File: src/rtl/sym_fir_pkg.sv
// -----------------------------------------------------------------------------
// sym_fir_pkg
//   Shared definitions for the time-multiplexed symmetric FIR stage.
//   - Fixed numeric formats: sample width, coefficient width (Q1.17) and the
//     matching result shift.
//   - Coefficient builders for the production set (triangular low-pass, unity
//     DC gain) and the test set (flat, DC gain 2). Only the first half of the
//     symmetric impulse response is produced; h[TAPS-1-k] = h[k] is implied.
//   - FSM state encoding and the round/saturate helper used at the output.
// -----------------------------------------------------------------------------
package sym_fir_pkg;

    localparam int FIR_TAPS_MAX = 128;
    localparam int FIR_DATA_WD  = 24;
    localparam int COEF_WD      = 18;
    localparam int COEF_FRAC    = 17;

    localparam int HALF_MAX     = FIR_TAPS_MAX / 2;

    // Half of unity in Q1.17: the half-coefficients of a unity-gain filter
    // must add up to this, since each is used twice.
    localparam int DC_HALF      = 1 << (COEF_FRAC - 1);

    // Widest accumulator any legal TAPS can need; the helper below works at
    // this width and the datapath sign-extends into it.
    localparam int ACC_MAX_WD   = FIR_DATA_WD + 1 + COEF_WD + $clog2(HALF_MAX);

    // Half-coefficient table, entry k = h[k]. Unused upper entries are zero.
    typedef logic [HALF_MAX-1:0][COEF_WD-1:0] coef_arr_t;

    typedef enum logic [1:0] {
        IDLE  = 2'd0,
        MAC   = 2'd1,
        ROUND = 2'd2,
        OUT   = 2'd3
    } fsm_e;

    // Production set: triangular (Bartlett) weights rising towards the
    // centre tap, h[k] ~ (k+1). Integer division leaves a small shortfall;
    // it is added to the centre tap so the full response sums to exactly
    // 2^COEF_FRAC and a DC input comes out bit-exact.
    function automatic coef_arr_t coef_prod(input int taps);
        coef_arr_t h;
        int        half;
        int        wsum;
        int        total;
        int        v;
        int        last;
        h     = '0;
        half  = taps / 2;
        wsum  = half * (half + 1) / 2;
        total = 0;
        last  = 0;
        for (int k = 0; k < HALF_MAX; k++) begin
            if (k < half) begin
                v     = (DC_HALF * (k + 1)) / wsum;
                h[k]  = COEF_WD'(v);
                total = total + v;
                last  = v;
            end
        end
        h[half-1] = COEF_WD'(last + (DC_HALF - total));
        return h;
    endfunction

    // Test set: flat response, every tap 2^(COEF_FRAC+1)/TAPS, DC gain 2.
    // Used to drive the output saturation logic with legal full-scale input.
    function automatic coef_arr_t coef_test(input int taps);
        coef_arr_t h;
        h = '0;
        for (int k = 0; k < HALF_MAX; k++) begin
            if (k < taps / 2) begin
                h[k] = COEF_WD'((1 << (COEF_FRAC + 1)) / taps);
            end
        end
        return h;
    endfunction

    // Reference tables for the default 32-tap build.
    localparam coef_arr_t FIR_COEF_PROD = coef_prod(32);
    localparam coef_arr_t FIR_COEF_TEST = coef_test(32);

    // Round half up, arithmetic shift right by frac, clamp to the signed
    // FIR_DATA_WD range. One guard bit above the accumulator keeps the
    // rounding add from overflowing.
    function automatic logic [FIR_DATA_WD-1:0] sat_round(
        input logic signed [ACC_MAX_WD-1:0] acc,
        input int                           frac
    );
        logic signed [ACC_MAX_WD:0] half_lsb;
        logic signed [ACC_MAX_WD:0] sum;
        logic signed [ACC_MAX_WD:0] r;
        logic signed [ACC_MAX_WD:0] max_v;
        logic signed [ACC_MAX_WD:0] min_v;
        half_lsb = (ACC_MAX_WD + 1)'(1) <<< (frac - 1);
        sum      = $signed({acc[ACC_MAX_WD-1], acc}) + half_lsb;
        r        = sum >>> frac;
        max_v    = '0;
        max_v[FIR_DATA_WD-2:0] = '1;
        min_v    = '1;
        min_v[FIR_DATA_WD-2:0] = '0;
        if (r > max_v) begin
            return max_v[FIR_DATA_WD-1:0];
        end else if (r < min_v) begin
            return min_v[FIR_DATA_WD-1:0];
        end
        return r[FIR_DATA_WD-1:0];
    endfunction

endpackage

File: src/rtl/sym_fir_coef_rom.sv
// -----------------------------------------------------------------------------
// sym_fir_coef_rom
//   Combinational half-coefficient lookup for the symmetric FIR.
//   The table is built at elaboration for the configured TAPS; COEF_SEL picks
//   the production (0) or the DC-gain-2 test (1) set.
//
//   Ports
//     k     in   log2(TAPS/2)  MAC step index, 0 .. TAPS/2-1
//     coef  out  COEF_WD       h[k], signed Q1.17
// -----------------------------------------------------------------------------
module sym_fir_coef_rom
    import sym_fir_pkg::*;
#(
    parameter int TAPS     = 32,
    parameter int COEF_SEL = 0
) (
    input  logic [$clog2(TAPS/2)-1:0] k,
    output logic signed [COEF_WD-1:0] coef
);

    localparam coef_arr_t TABLE = (COEF_SEL != 0) ? coef_test(TAPS) : coef_prod(TAPS);

    always_comb begin
        coef = $signed(TABLE[k]);
    end

endmodule

File: src/rtl/sym_fir_serial.sv
// -----------------------------------------------------------------------------
// sym_fir_serial
//   Time-multiplexed symmetric FIR low-pass. One sample is accepted per
//   strobe into a circular delay line; mirrored taps are folded through a
//   pre-adder so only TAPS/2 multiply-accumulates are needed, one per clock.
//   The accumulator is then rounded (half up), shifted by COEF_FRAC and
//   saturated to DATA_WD bits.
//
//   Timing per sample, counting the accept cycle as 0:
//     1 .. TAPS/2   MAC     one folded tap pair per cycle
//     TAPS/2+1      ROUND   round/saturate, load data_o
//     TAPS/2+2      OUT     data_valid_o high, then back to IDLE
//   A new sample can be taken every TAPS/2+3 cycles.
//
//   Coefficient width and fraction are those of sym_fir_pkg (the tables are
//   stored in that format). DATA_WD must match FIR_DATA_WD since the output
//   helper is sized from it.
//
//   Ports
//     clk_i           in   1        system clock
//     rst_ni          in   1        asynchronous active-low reset
//     sample_i        in   DATA_WD  signed input sample
//     sample_valid_i  in   1        one-cycle accept strobe
//     data_o          out  DATA_WD  filtered sample, held until next result
//     data_valid_o    out  1        one-cycle pulse when data_o updates
//     busy_o          out  1        computation in progress
//     overrun_o       out  1        sticky: strobe arrived while busy
//     clr_overrun_i   in   1        synchronous clear of overrun_o
// -----------------------------------------------------------------------------
module sym_fir_serial
    import sym_fir_pkg::*;
#(
    parameter int TAPS     = 32,
    parameter int DATA_WD  = FIR_DATA_WD,
    parameter int COEF_SEL = 0
) (
    input  logic               clk_i,
    input  logic               rst_ni,
    input  logic [DATA_WD-1:0] sample_i,
    input  logic               sample_valid_i,
    output logic [DATA_WD-1:0] data_o,
    output logic               data_valid_o,
    output logic               busy_o,
    output logic               overrun_o,
    input  logic               clr_overrun_i
);

    localparam int HALF   = TAPS / 2;
    localparam int PW     = $clog2(TAPS);
    localparam int KW     = $clog2(HALF);
    localparam int PRE_WD = DATA_WD + 1;
    localparam int MUL_WD = PRE_WD + COEF_WD;
    localparam int ACC_WD = DATA_WD + 1 + COEF_WD + KW;

    // Circular delay line; TAPS is a power of two so pointer arithmetic
    // wraps mod TAPS for free.
    logic signed [DATA_WD-1:0] dline [TAPS];
    logic [PW-1:0]             wr_ptr;
    logic [PW-1:0]             base;      // slot of the newest sample
    logic [KW-1:0]             k;
    fsm_e                      state;
    logic signed [ACC_WD-1:0]  acc;

    logic [PW-1:0]             idx_new;
    logic [PW-1:0]             idx_old;
    logic signed [PRE_WD-1:0]  pre;
    logic signed [COEF_WD-1:0] coef;
    logic signed [MUL_WD-1:0]  prod;

    sym_fir_coef_rom #(
        .TAPS     (TAPS),
        .COEF_SEL (COEF_SEL)
    ) u_rom (
        .k    (k),
        .coef (coef)
    );

    // Step k pairs the sample k steps older than the newest (base-k) with
    // its mirror, TAPS-1-k steps older, which sits at base+1+k in the ring.
    always_comb begin
        idx_new = base - PW'(k);
        idx_old = base + PW'(k) + PW'(1);
        pre     = PRE_WD'(dline[idx_new]) + PRE_WD'(dline[idx_old]);
        prod    = MUL_WD'(pre) * MUL_WD'(coef);
    end

    always_ff @(posedge clk_i or negedge rst_ni) begin
        if (!rst_ni) begin
            for (int i = 0; i < TAPS; i++) begin
                dline[i] <= '0;
            end
            wr_ptr       <= '0;
            base         <= '0;
            k            <= '0;
            acc          <= '0;
            state        <= IDLE;
            data_o       <= '0;
            data_valid_o <= 1'b0;
            busy_o       <= 1'b0;
            overrun_o    <= 1'b0;
        end else begin
            data_valid_o <= 1'b0;

            // Set is written after clear so a same-cycle overrun wins.
            if (clr_overrun_i) begin
                overrun_o <= 1'b0;
            end
            // busy_o mirrors state != IDLE, so this covers the OUT cycle too.
            if (sample_valid_i && busy_o) begin
                overrun_o <= 1'b1;
            end

            case (state)
                IDLE: begin
                    if (sample_valid_i) begin
                        dline[wr_ptr] <= sample_i;
                        base          <= wr_ptr;
                        wr_ptr        <= wr_ptr + PW'(1);
                        k             <= '0;
                        acc           <= '0;
                        busy_o        <= 1'b1;
                        state         <= MAC;
                    end
                end
                MAC: begin
                    acc <= acc + ACC_WD'(prod);
                    k   <= k + KW'(1);
                    if (k == KW'(HALF - 1)) begin
                        state <= ROUND;
                    end
                end
                ROUND: begin
                    data_o       <= sat_round(ACC_MAX_WD'(acc), COEF_FRAC);
                    data_valid_o <= 1'b1;
                    state        <= OUT;
                end
                OUT: begin
                    busy_o <= 1'b0;
                    state  <= IDLE;
                end
                default: begin
                    busy_o <= 1'b0;
                    state  <= IDLE;
                end
            endcase
        end
    end

endmodule

File: config.mk
export PLATFORM = sky130hd
export DESIGN_NAME = sym_fir_serial
export DESIGN_NICKNAME = d
export VERILOG_FILES = /design/src/rtl/sym_fir_pkg.sv /design/src/rtl/sym_fir_coef_rom.sv /design/src/rtl/sym_fir_serial.sv
export SDC_FILE = /design/constraint.sdc
export NUM_CORES = 2
export LEC_CHECK = 0
export ABC_CLOCK_PERIOD_IN_PS = 16900
export CAP_MARGIN = 20
export CORE_ASPECT_RATIO = 2
export CORE_MARGIN = 1.5
export CORE_UTILIZATION = 55
export CTS_CLUSTER_DIAMETER = 150
export DETAILED_ROUTE_END_ITERATION = 8
export HOLD_SLACK_MARGIN = 0.02
export PLACE_DENSITY = 0.71
export SLEW_MARGIN = 10
export SYNTH_ARGS = -nofsm -noshare
export SYNTH_HDL_FRONTEND = slang
export SYNTH_SLANG_ARGS = --single-unit
File: constraint.sdc
create_clock -name clk_i -period 16.9 [get_ports clk_i]
set_input_delay 5.07 -clock clk_i [delete_from_list [all_inputs] [get_ports clk_i]]
set_output_delay 5.07 -clock clk_i [all_outputs]
set_load 0.005 [all_outputs]
==> metrics.txt <==
# TYPE chip_impl_metric gauge
chip_impl_info{name="outcome",value="completed"} 1
chip_impl_metric{name="timing.critical_path.slowest_cell_delay",unit="ns"} 1.45
chip_impl_metric{name="fmax",unit="MHz"} 72.4
chip_impl_metric{name="routed_vias",unit=""} 39500
chip_impl_info{name="min_path_type",value="reg2reg"} 1
chip_impl_metric{name="postSynthCellCount",unit=""} 4726
chip_impl_metric{name="clk-insertion-delay-late",unit="ns"} 0.71
chip_impl_metric{name="dp.final_hpwl",unit="microns"} 117000
chip_impl_metric{name="dpl_worst_slack",unit="ns"} 3.22
chip_impl_metric{name="synth_async_sr_flop_share",unit=""} 1.00
chip_impl_metric{name="syn-cell-area",unit="sq um"} 61000
chip_impl_metric{name="postRouteAntennaNets",unit=""} 0
chip_impl_metric{name="synth-edff-count",unit=""} 0
chip_impl_metric{name="post_route_cells_drive_above_1_share",unit=""} 0.347
chip_impl_metric{name="initial_utilization",unit=""} 0.555
chip_impl_metric{name="synth_area_per_cell",unit="sq um"} 12.9
chip_impl_metric{name="fp.coreArea",unit="sq um"} 110000
chip_impl_metric{name="detailedRoute.firstPassIterationCount",unit=""} 5
chip_impl_metric{name="slew-limit-headroom",unit=""} 0.230
chip_impl_metric{name="max-clock-path-buffers",unit=""} 3
chip_impl_info{name="crit_type",value="reg2reg"} 1
chip_impl_info{name="mostFrequentLayoutCells",value="sky130_fd_sc_hd__dfrtp_1 (858), sky130_fd_sc_hd__mux2_2 (817), sky130_fd_sc_hd__inv_1 (582), sky130_fd_sc_hd__mux4_2 (479), sky130_fd_sc_hd__fa_1 (360)"} 1
chip_impl_metric{name="cts_inserted_buffers",unit=""} 78
chip_impl_metric{name="final.fill_count",unit=""} 8563
chip_impl_info{name="cts_tree",value="done"} 1
chip_impl_metric{name="multiInputGateArea",unit="sq um"} 36200
chip_impl_metric{name="sum_of_overflow_across_all_layers_after_global_routing",unit=""} 0
chip_impl_metric{name="drt_iter0_drc",unit=""} 2563
chip_impl_info{name="ctsRootBufferMaster",value="sky130_fd_sc_hd__clkbuf_16"} 1
chip_impl_info{name="yosys_most_used_dff",value="sky130_fd_sc_hd__dfrtp_1"} 1
chip_impl_metric{name="synth_seq_area_share",unit=""} 0.352
chip_impl_metric{name="post-route-period-util",unit=""} 0.818
chip_impl_metric{name="grt.met2_usage",unit=""} 0.559
chip_impl_metric{name="seq_area",unit="sq um"} 21500
chip_impl_info{name="globalRoute.busiestLayer",value="met2"} 1
chip_impl_metric{name="netlist-cell-type-count",unit=""} 89
chip_impl_metric{name="grt_start_max_net_pins",unit=""} 185
chip_impl_metric{name="number_of_global_route_vias_before_repair",unit=""} 43000
chip_impl_metric{name="clock-skew-final",unit="ns"} 0.0339
chip_impl_info{name="critical-path-top-delay-family",value="adder cells"} 1
chip_impl_metric{name="cts.sink_count",unit=""} 858
chip_impl_metric{name="grt_usage",unit=""} 0.320
chip_impl_info{name="critPathSlowestCell",value="sky130_fd_sc_hd__fa_4"} 1
chip_impl_metric{name="global_route.usage.met3",unit=""} 0.0634
chip_impl_metric{name="worst_ep_arrival_time",unit="ns"} 14.40
chip_impl_metric{name="die_width",unit="microns"} 238
chip_impl_metric{name="number_of_antenna_violations_at_the_first_check_in_global_routing",unit=""} 9
chip_impl_metric{name="maxSlewViolCount",unit=""} 0
chip_impl_metric{name="min_period",unit="ns"} 13.82
chip_impl_metric{name="worst_slack",unit="ns"} 3.08
chip_impl_metric{name="timing.critical_path.buf_inv",unit=""} 9
chip_impl_metric{name="clock_transition_at_path_regs",unit="ns"} 0.07
chip_impl_metric{name="yosys_register_bits",unit=""} 858
chip_impl_metric{name="max_cap_violations",unit=""} 0
chip_impl_metric{name="drc",unit=""} 0
chip_impl_metric{name="die-area",unit="sq um"} 113000
chip_impl_metric{name="detail_route.vias_per_cell",unit=""} 6.41
chip_impl_metric{name="final_weighted_congestion_of_routability_driven_global_placement",unit=""} 1.01
chip_impl_metric{name="worst_pin_slew",unit="ns"} 1.15
chip_impl_metric{name="data_required_critical_path",unit="ns"} 17.48
chip_impl_info{name="crit_path_start_kind",value="flop"} 1
chip_impl_metric{name="syn_nets",unit=""} 5299
chip_impl_info{name="layout_commonest_cell",value="sky130_fd_sc_hd__dfrtp_1"} 1
chip_impl_info{name="cp-end-kind",value="flop"} 1
chip_impl_metric{name="flow.area_growth_from_synthesis",unit="%"} 7.86
chip_impl_metric{name="row_count",unit=""} 172
chip_impl_metric{name="ios",unit=""} 55
chip_impl_metric{name="avgRoutedWirePerCell",unit="microns"} 28.3
chip_impl_metric{name="final_nets",unit=""} 5182
chip_impl_metric{name="ctsHoldBuffers",unit=""} 0
chip_impl_metric{name="totalWireLength",unit="microns"} 174000
chip_impl_metric{name="dieHeight",unit="microns"} 474
chip_impl_metric{name="cts.repair.resized",unit=""} 0
chip_impl_metric{name="timing.final.hold_violations",unit=""} 0
chip_impl_metric{name="utilization",unit=""} 0.598
chip_impl_metric{name="postCtsSetupBuffers",unit=""} 0
chip_impl_metric{name="port_buffers",unit=""} 54
chip_impl_metric{name="fin_tns_setup",unit="ns"} 0
chip_impl_metric{name="setup_viol",unit=""} 0
chip_impl_metric{name="use_met1",unit=""} 0.343
chip_impl_metric{name="cts_htree_levels",unit=""} 3
chip_impl_metric{name="grt_first_pass_wirelength",unit="microns"} 266000
chip_impl_metric{name="worst-path-max-fanout",unit=""} 59
chip_impl_info{name="rsz0062_at_grt",value="false"} 1
chip_impl_metric{name="ys.warnings.count",unit=""} 0
[registers in the layout, indices dropped and copies added (netlist names)]
signal        cells
dline           768
acc              47
overrun_o         1
k                 4
busy_o            1
state             2
wr_ptr            5
data_o           24
base              5
data_valid_o      1
[synthesized netlist by cell type (all sizes together) (37+ instances only)]
| cell | number | area share |
|---|---|---|
| a21o | 37 | 0.0046 |
| a21oi | 68 | 0.0060 |
| and2 | 86 | 0.0088 |
| buf | 69 | 0.0060 |
| clkbuf | 270 | 0.017 |
| dfrtp | 858 | 0.35 |
| fa | 362 | 0.12 |
| ha | 183 | 0.038 |
| inv | 587 | 0.036 |
| mux2 | 818 | 0.15 |
| mux4 | 479 | 0.18 |
| nand2 | 290 | 0.018 |
| nand3 | 40 | 0.0034 |
| nor2 | 97 | 0.0062 |
| o21ai | 134 | 0.012 |
| xnor2 | 67 | 0.0097 |
| xor2 | 38 | 0.0056 |
[cell families (layout without fill, tap and decap cells)]
family          count (synthesis)  after routing  share of synthesized area
simple gates                  645            645                     0.0501
buf+inv                       926            874                     0.0588
flops                         858            858                      0.352
fa+ha+maj                     545            545                      0.156
compound gates                345            345                     0.0387
other cells                     0              2                          0
mux                          1302           1302                      0.329
xor+xnor                      105            105                     0.0153
[layout make-up]
cell class / count / area share
Inverter: 587 / 0.0335
Clock inverter: 32 / 0.00618
Timing Repair Buffer: 142 / 0.0205
Tap cell: 1479 / 0.0281
Sequential cell: 858 / 0.326
Multi-Input combinational cell: 2942 / 0.550
Clock buffer: 113 / 0.0349
Antenna cell: 2 / 0.0000761
[routing by layer]
| metal | up-vias | share of wire | wire length (microns) |
|---|---|---|---|
| met2 | 1572 | 0.52 | 90300 |
| li1 | 16300 | - | - |
| met1 | 20900 | 0.33 | 57100 |
| met5 | - | 0.00056 | 97 |
| met3 | 624 | 0.067 | 11600 |
| met4 | 14 | 0.085 | 14800 |
[worst min-delay path, stage by stage, from the launching register on]
cell,delay (ns)
sky130_fd_sc_hd__dfrtp_1,0.35
sky130_fd_sc_hd__nand2_1,0.04
sky130_fd_sc_hd__o21ai_0,0.06
[final timing paths]
kind,startpoint,slack [ns],end,cells past startpoint
max reg2reg,k[0],3.08,acc[31],42
max in group asynchronous,rst_ni,9.31,dline[448],4
min,acc[11],0.48,acc[11],2
min reg2reg,acc[11],0.48,acc[11],2
max,k[0],3.08,acc[31],42
min in group asynchronous,rst_ni,4.46,dline[563],1
[stage by stage]
stage | cell area, sq um | hold WS [ns] | std cells
2_1_floorplan | 61000 | 0.450 | 4726
3_3_place_gp | 63000 | 0.468 | 6004
3_5_place_dp | 63000 | 0.476 | 6004
4_1_cts | 65700 | 0.492 | 6149
5_1_grt | 65800 | 0.507 | 6154
6_report | 65800 | 0.485 | 6155
Power is left out: the tool's default activity adds up to more than one toggle a clock period on the data nets, which glitch-free logic cannot reach.
